### config.mk
export PLATFORM = sky130hd
export DESIGN_NAME = regfile_write_arbiter_flat
export DESIGN_NICKNAME = d
export VERILOG_FILES = /design/src/rtl/regfile_write_arbiter_if.sv /design/src/rtl/regfile_write_arbiter.sv /design/src/flat_wrapper.sv
export SDC_FILE = /design/constraint.sdc
export NUM_CORES = 1
export LEC_CHECK = 0
export BUFFER_PORTS_ARGS = -buffer_cell sky130_fd_sc_hd__buf_4
export CAP_MARGIN = 20
export CELL_PAD_IN_SITES_DETAIL_PLACEMENT = 0
export CELL_PAD_IN_SITES_GLOBAL_PLACEMENT = 2
export CORE_AREA = 5 5 121 123
export CTS_BUF_LIST = sky130_fd_sc_hd__clkbuf_8
export DETAILED_ROUTE_END_ITERATION = 10
export DIE_AREA = 0 0 126 128
export GPL_ROUTABILITY_DRIVEN = 0
export PLACE_DENSITY_LB_ADDON = 0.1
export SETUP_SLACK_MARGIN = 0.1
export SLEW_MARGIN = 20
export SYNTH_ARGS = -nofsm -noshare
export SYNTH_HDL_FRONTEND = slang
export SYNTH_SLANG_ARGS = --single-unit
export TNS_END_PERCENT = 10
### constraint.sdc
create_clock -name Clk -period 5.3 [get_ports Clk]
set_input_delay 0.265 -clock Clk [delete_from_list [all_inputs] [get_ports Clk]]
set_output_delay 0.265 -clock Clk [all_outputs]
set_load 0.02 [all_outputs]
### src/rtl/regfile_write_arbiter_if.sv
// Bundle of requester handshakes, register-file write port and pending-write export
// for regfile_write_arbiter. The slave modport is the arbiter side.
interface regfile_write_arbiter_if #(
  parameter int NUM_REQ = 3,
  parameter int ADDR_W  = 5,
  parameter int DATA_W  = 32,
  parameter int ID_W    = 3
);
  logic [NUM_REQ-1:0]        ReqValid;
  logic [NUM_REQ*ADDR_W-1:0] ReqAddr;
  logic [NUM_REQ*DATA_W-1:0] ReqData;
  logic [NUM_REQ-1:0]        ReqReady;
  logic                      Hold;
  logic [ADDR_W-1:0]         WriteRegister;
  logic [DATA_W-1:0]         WriteData;
  logic                      RegWrite;
  logic                      PendingValid;
  logic [ADDR_W-1:0]         PendingAddr;
  logic [ID_W-1:0]           GrantId;

  modport master (
    output ReqValid, ReqAddr, ReqData, Hold,
    input  ReqReady, WriteRegister, WriteData, RegWrite, PendingValid, PendingAddr, GrantId
  );

  modport slave (
    input  ReqValid, ReqAddr, ReqData, Hold,
    output ReqReady, WriteRegister, WriteData, RegWrite, PendingValid, PendingAddr, GrantId
  );
endinterface

### src/rtl/regfile_write_arbiter.sv
// Arbitrates NUM_REQ writeback sources into a one-entry register-file write stage.
// Round-robin by default; define REGARB_FIXED_PRIORITY_EN for lowest-index-wins.
module regfile_write_arbiter #(
  parameter int NUM_REQ = 3,
  parameter int ADDR_W  = 5,
  parameter int DATA_W  = 32,
  parameter int ID_W    = 3
) (
  input logic                    Clk,
  input logic                    Rst_n,
  regfile_write_arbiter_if.slave bus
);
  logic              stage_valid;
  logic [ADDR_W-1:0] stage_addr;
  logic [DATA_W-1:0] stage_data;
  logic [ID_W-1:0]   grant_id;
  logic              found;
  logic [ID_W-1:0]   winner;
  logic              can_accept;
  logic              handshake;
  int                base;
  int                idx;
`ifndef REGARB_FIXED_PRIORITY_EN
  logic [ID_W-1:0]   rr_ptr;
`endif

  always_comb begin
`ifdef REGARB_FIXED_PRIORITY_EN
    base = 0;
`else
    base = int'(rr_ptr);
`endif
    found  = 1'b0;
    winner = '0;
    idx    = 0;
    for (int k = 0; k < NUM_REQ; k++) begin
      idx = (base + k) % NUM_REQ;
      if (!found && bus.ReqValid[idx]) begin
        found  = 1'b1;
        winner = ID_W'(idx);
      end
    end
  end

  // A valid stage always drains when Hold is low, so Hold alone gates acceptance.
  assign can_accept   = Rst_n & ~bus.Hold;
  assign handshake    = found & can_accept;
  assign bus.ReqReady = handshake ? (NUM_REQ'(1) << winner) : '0;

  always_ff @(posedge Clk or negedge Rst_n) begin
    if (!Rst_n) begin
      stage_valid <= 1'b0;
      stage_addr  <= '0;
      stage_data  <= '0;
      grant_id    <= '0;
    end else if (handshake) begin
      stage_valid <= 1'b1;
      stage_addr  <= bus.ReqAddr[int'(winner)*ADDR_W +: ADDR_W];
      stage_data  <= bus.ReqData[int'(winner)*DATA_W +: DATA_W];
      grant_id    <= winner;
    end else if (!bus.Hold) begin
      stage_valid <= 1'b0;
    end
  end

`ifndef REGARB_FIXED_PRIORITY_EN
  always_ff @(posedge Clk or negedge Rst_n) begin
    if (!Rst_n) begin
      rr_ptr <= '0;
    end else if (handshake) begin
      if (int'(winner) == NUM_REQ - 1) rr_ptr <= '0;
      else                             rr_ptr <= winner + ID_W'(1);
    end
  end
`endif

  // Register 0 writes occupy the stage but never assert the write enable.
  assign bus.RegWrite      = stage_valid & ~bus.Hold & (stage_addr != '0);
  assign bus.WriteRegister = stage_addr;
  assign bus.WriteData     = stage_data;
  assign bus.PendingValid  = stage_valid;
  assign bus.PendingAddr   = stage_addr;
  assign bus.GrantId       = grant_id;
endmodule

### src/flat_wrapper.sv
// flat-port wrapper written by rule: the top's interface ports become plain ports
module regfile_write_arbiter_flat 
#(
  parameter int NUM_REQ = 3,
  parameter int ADDR_W  = 5,
  parameter int DATA_W  = 32,
  parameter int ID_W    = 3
)
  (Clk, Rst_n, bus_ReqValid, bus_ReqAddr, bus_ReqData, bus_Hold, bus_ReqReady, bus_WriteRegister, bus_WriteData, bus_RegWrite, bus_PendingValid, bus_PendingAddr, bus_GrantId);
  regfile_write_arbiter_if #(.NUM_REQ(NUM_REQ), .ADDR_W(ADDR_W), .DATA_W(DATA_W), .ID_W(ID_W)) bus_i ();
  input logic Clk;
  input logic Rst_n;
  input wire logic [$bits(bus_i.ReqValid)-1:0] bus_ReqValid;
  input wire logic [$bits(bus_i.ReqAddr)-1:0] bus_ReqAddr;
  input wire logic [$bits(bus_i.ReqData)-1:0] bus_ReqData;
  input wire logic [$bits(bus_i.Hold)-1:0] bus_Hold;
  output wire logic [$bits(bus_i.ReqReady)-1:0] bus_ReqReady;
  output wire logic [$bits(bus_i.WriteRegister)-1:0] bus_WriteRegister;
  output wire logic [$bits(bus_i.WriteData)-1:0] bus_WriteData;
  output wire logic [$bits(bus_i.RegWrite)-1:0] bus_RegWrite;
  output wire logic [$bits(bus_i.PendingValid)-1:0] bus_PendingValid;
  output wire logic [$bits(bus_i.PendingAddr)-1:0] bus_PendingAddr;
  output wire logic [$bits(bus_i.GrantId)-1:0] bus_GrantId;
  assign bus_i.ReqValid = bus_ReqValid;
  assign bus_i.ReqAddr = bus_ReqAddr;
  assign bus_i.ReqData = bus_ReqData;
  assign bus_i.Hold = bus_Hold;
  assign bus_ReqReady = bus_i.ReqReady;
  assign bus_WriteRegister = bus_i.WriteRegister;
  assign bus_WriteData = bus_i.WriteData;
  assign bus_RegWrite = bus_i.RegWrite;
  assign bus_PendingValid = bus_i.PendingValid;
  assign bus_PendingAddr = bus_i.PendingAddr;
  assign bus_GrantId = bus_i.GrantId;
  regfile_write_arbiter #(.NUM_REQ(NUM_REQ), .ADDR_W(ADDR_W), .DATA_W(DATA_W), .ID_W(ID_W)) u_core (.Clk(Clk), .Rst_n(Rst_n), .bus(bus_i));
endmodule
== Word level (Yosys, flattened, before mapping) ==
Cells that the tools add are included.
Operators by class
  add/sub/neg operators: 3
  multipliers: 1
  divide/modulo/power cells: 3
  $lt $le $gt $ge: 3
  equality and inequality tests: 2
  shift operators: 3
  mux-type cells: 19
  bitwise operators: 5
  reduce and logical (&&, ||, !) cells: 5
Operators by type and width (number)
  $lt 32x4->1 const B: 3
  $shiftx 96x9->32: 1
  $mod 32x3->32 const B: 2
  $mod 4x3->32 const B: 1
  $shiftx 15x32->5: 1
  $mux 3: 5
  $mux 1: 11
  $bmux 1 s2: 3
  $mul 3x3->6 const B: 1
  $reduce_bool 5->1: 1
  $add 3x1->4 const B: 1
  $add 3x2->4 const B: 1
  $and 1x1->1: 4
  $add 3x1->3 const B: 1
  $eq 3x3->1 const B: 1
  $shl 1x3->3 const A: 1
  $logic_and 1x1->1: 2
  $logic_not 1->1: 2
  $ne 2x1->1 const B: 1
  $not 1->1: 1
Word-level totals
  register bits: 44
  latch bits: 0
  memory bits (writable): 0
  memory bits (read-only): 0
  output and inout bits: 50
  word-level logic and storage cells: 49
  memories: 0

== Longest topological paths before layout ==
  word-level depth: 13
  mapped depth: 19

== Worst setup path after synthesis ==
OpenSTA, ideal clock, no wires.
  kind: register -> output
  from: register u_core.rr_ptr[0]
  to: output bus_ReqReady[0]
  arrival time: 3972 ps
  data required time: 5035 ps
  path slack: 1063 ps
  cell stages (with the launch flop): 18
  cell sequence: dfrtp_1 > buf_4 > clkbuf_1 > inv_1 > ha_1 > a311oi_1 > a211oi_1 > ha_1 > a211oi_1 > o21ai_0 > a2111o_1 > a21o_1 > buf_6 > a32o_1 > clkbuf_1 > buf_6 > buf_4 > nor2_1
Between the ends
  longest elaborated chain between the ends: 13
Ends and longest elaborated chain
  start, declared: RTL line regfile_write_arbiter.sv:24  | logic [ID_W-1:0] rr_ptr;
  start signal, assigned: RTL line regfile_write_arbiter.sv:72  | else rr_ptr <= winner + ID_W'(1);
  branches (longest 12 deep; another with $mod 32x3->32)
  $mux 3 (*): RTL line regfile_write_arbiter.sv:48  | assign bus.ReqReady = handshake ? (NUM_REQ'(1) << winner) : '0;
  end, declared: RTL line flat_wrapper.sv:17  | output wire logic [$bits(bus_i.ReqReady)-1:0] bus_ReqReady;
Mark *: on every way between the ends. The select of a mux whose other input is x is not followed.

== Worst setup path in the final report ==
  from: register u_core.rr_ptr[1]
  to: output bus_ReqReady[2]
Same word-level chain as after synthesis.

==> impl_metrics.toml <==
[timing]
setup_tns_ns = 0
rsz0062_at_grt = "false"
drv_slew = 0
min_period_ns = 4.688
slew_headroom_pct = 56.17
fin_crit_sh_pct = 88.46
fmax_mhz = 213.3
tightest_slew_ns = 0.6409
setup_violations = 0
skew_ns = 0.01231
hold_violations = 0

[yosys]
synth_cell_types = 63
synth_cells = 400
synth_commonest_cells = "nand2_1, inv_1, dfrtp_1, mux2i_1, nand4_1"
ys_dominant_reg_cell = "dfrtp_1"
ys_seq_area_share_pct = 31.34
yosysMostFrequentCell = "nand2_1"
synthArstFlopShare_pct = 100.0
netlist_area_sq_um = 3513
syn-num-nets = 535
synth_edf_count = 0
yosys_register_bits = 44
netlist_top_cells_area = "dfrtp_1, mux2i_1, nand2_1"
synth_top_area_share_pct = 31.34
synth_top_cell_by_area = "dfrtp_1"
syn_area_per_cell_sq_um = 8.783
synth_warnings = 0

[routing]
ant_nets = 0
wl_per_cell_um = 17.21
drt-initial-drc-count = 187
via_count = 3539
avgViaCountPerCell = 4.848
wl_mm = 12.56
drc = 0
firstDrtPassIters = 5

[power_and_ir_drop]
pwr_density_cell_nw_per_um2 = 745.8
p_sw_share_pct = 52.52
clock_power_share_pct = 8.0
share_comb_of_total_power_pct = 75.7
seqPwrFrac_pct = 16.3
vdd_ir_drop_max_v = 0.0003919
p_sw_mw = 1.963
p_leak_nw = 2.425
internal-power_mw = 1.774

[clocking]
cts.sinks = 44
cts_setup_buffers = 0
clock-root-buffer = "clkbuf_8"
clk_latency_ns = 0.31
cts_tree = "yes"
clock_path_buffers = 2
h-tree-depth = 2
clk_pin_slew_ns = 0.09
cts_buffers = 5

[grt]
grt_max_degree = 47
grt_pass1_vias = 3714
grt_pass1_wl_mm = 19.91
track_usage_pct = 15.30
grt_overflow = 0
antenna_found_initial = 0

[die]
io_pins = 167
core_area_sq_um = 13560
start_util_pct = 25.91
die_y_um = 128
die_w_um = 126
num_rows = 43
die_area_sq_um = 16130

[finish]
fill_cells = 1408
antenna_cells = 0
fin_util_pct = 36.95
fin_area_sq_um = 5010
final_nets = 684
regArea_sq_um = 1101
final_cell_count_no_fill = 730
syn_to_final_growth_pct = 42.59
drive_gt1_share_pct = 38.00
multiInputGateArea_sq_um = 2046

[setup_path]
crit_required_ns = 5.04
path_max_fanout = 18
cpPeakStageDelay_ns = 0.49
path_class = "reg2out"
worstPathArrival_ns = 4.42
crit_path_end_kind = "output port"
crit_slowest_cell = "dfrtp_1"
cp-start-kind = "flip-flop"
worstPathCellList = "inv_1, ha_1, a311oi_1, a211oi_1, ha_1, nor3_1, o21ai_0, a2111o_1, a21o_2, a221oi_2, buf_4, nand3_4, nor2_1, buf_4"

[hold_path]
hp-class = "in2reg"

[status]
outcome = "finished, final reports clean"

[placement]
io_buffers = 166
postPlaceCellArea_sq_um = 4856
dp_cells = 721
hpwl_mm = 9.578

[job]
maxCapViolCount = 0
==> critical path, delay by kind of cell, from the launching register on <==
kind,cells,cell delay [ns]
buf+inv,3,0.56
simple gates,3,0.69
flops,1,0.49
fa+ha+maj,2,0.63
compound gates,6,1.76
==> routing by layer <==
metal  GRT usage [%]  wire (um)  share of wire [%]  up-vias
met5               0          0                  0        -
met4           3.028        110               0.88        0
met3           4.833       1153                9.2        8
met2           24.07       5749                 46      133
met1           20.80       5546                 44     1646
li1                -          -                  -     1752
==> power by group through the flow <==
| stage | Sequential, mW | Combinational, mW | Clock (mW) |
|---|---|---|---|
| after floorplan | 0.757 | 1.93 | 0 |
| final | 0.607 | 2.83 | 0.299 |
| after detailed placement | 0.612 | 2.82 | 0 |
| after global routing | 0.634 | 3.13 | 0.318 |
| after global placement | 0.613 | 2.81 | 0 |
| after CTS | 0.611 | 2.82 | 0.309 |
==> through the flow <==
| step | total power, mW | hold slack, ns | worst slack [ns] |
|---|---|---|---|
| 2_1_floorplan | 2.683 | -0.03059 | 1.063 |
| 3_3_place_gp | 3.426 | 0.3371 | 0.6146 |
| 3_5_place_dp | 3.430 | 0.3403 | 0.4407 |
| 4_1_cts | 3.745 | 0.1849 | 0.1026 |
| 5_1_grt | 4.082 | 0.2085 | 0.2027 |
| 6_report | 3.737 | 0.2144 | 0.6117 |
==> layout by cell type, fill, tap and decap left out, types with 10 or more instances in the layout <==
cell,Yosys,final
a21oi_1,17,17
mux2i_1,34,34
nand2_1,61,61
nand4_1,23,23
o221ai_2,10,10
dfrtp_1,44,44
buf_4,10,176
o221ai_1,17,17
ha_1,17,17
inv_1,48,48
==> worst paths after layout <==
kind                                              to  depth (start not counted)                     start  slack [ns]
max                                  bus_ReqReady[2]                         14          u_core.rr_ptr[1]        0.61
max reg2reg                 u_core.bus.WriteData[18]                         13          u_core.rr_ptr[1]        0.79
min                        u_core.bus.PendingAddr[4]                          3           bus_ReqAddr[14]        0.21
min reg2reg                 u_core.bus.WriteData[25]                          2  u_core.bus.WriteData[25]        0.50
min in group asynchronous    u_core.bus.WriteData[3]                          2                     Rst_n        0.49
max in group asynchronous   u_core.bus.WriteData[21]                          2                     Rst_n        4.37
==> repair_timing <==
item                                    in CTS  in global routing
hold buffers                                 1                  0
endpoints found under the hold margin       20                  0
resized for setup                            0                  3
endpoints found under the setup margin       0                 18
==> final cells by class <==
cell class              count  area share (%)
repair buffers            177           26.57
flip-flops and latches     44           21.98
inverters                  48           3.596
multi-input cells         273           40.83
well taps                 180           4.496
clock inverters             1          0.5994
clock buffers               7           1.923
==> registers in the layout, summed over array words and instances (netlist names) <==
name and count:
u_core.bus.GrantId 3, u_core.bus.PendingAddr 5, u_core.bus.PendingValid 1, u_core.bus.WriteData 32
u_core.rr_ptr 3
==> cell families after synthesis <==
family / count (synthesis) / synth area share [%]
adders and majority gates: 18 / 6.624
and+or+nand+nor: 128 / 18.41
muxes: 35 / 10.33
buffers and inverters: 83 / 11.18
DFF: 44 / 31.34
AOI/OAI and AO/OA: 90 / 21.40
xor gates and xnor gates: 2 / 0.7124
(Power assumes the default switching activity.)
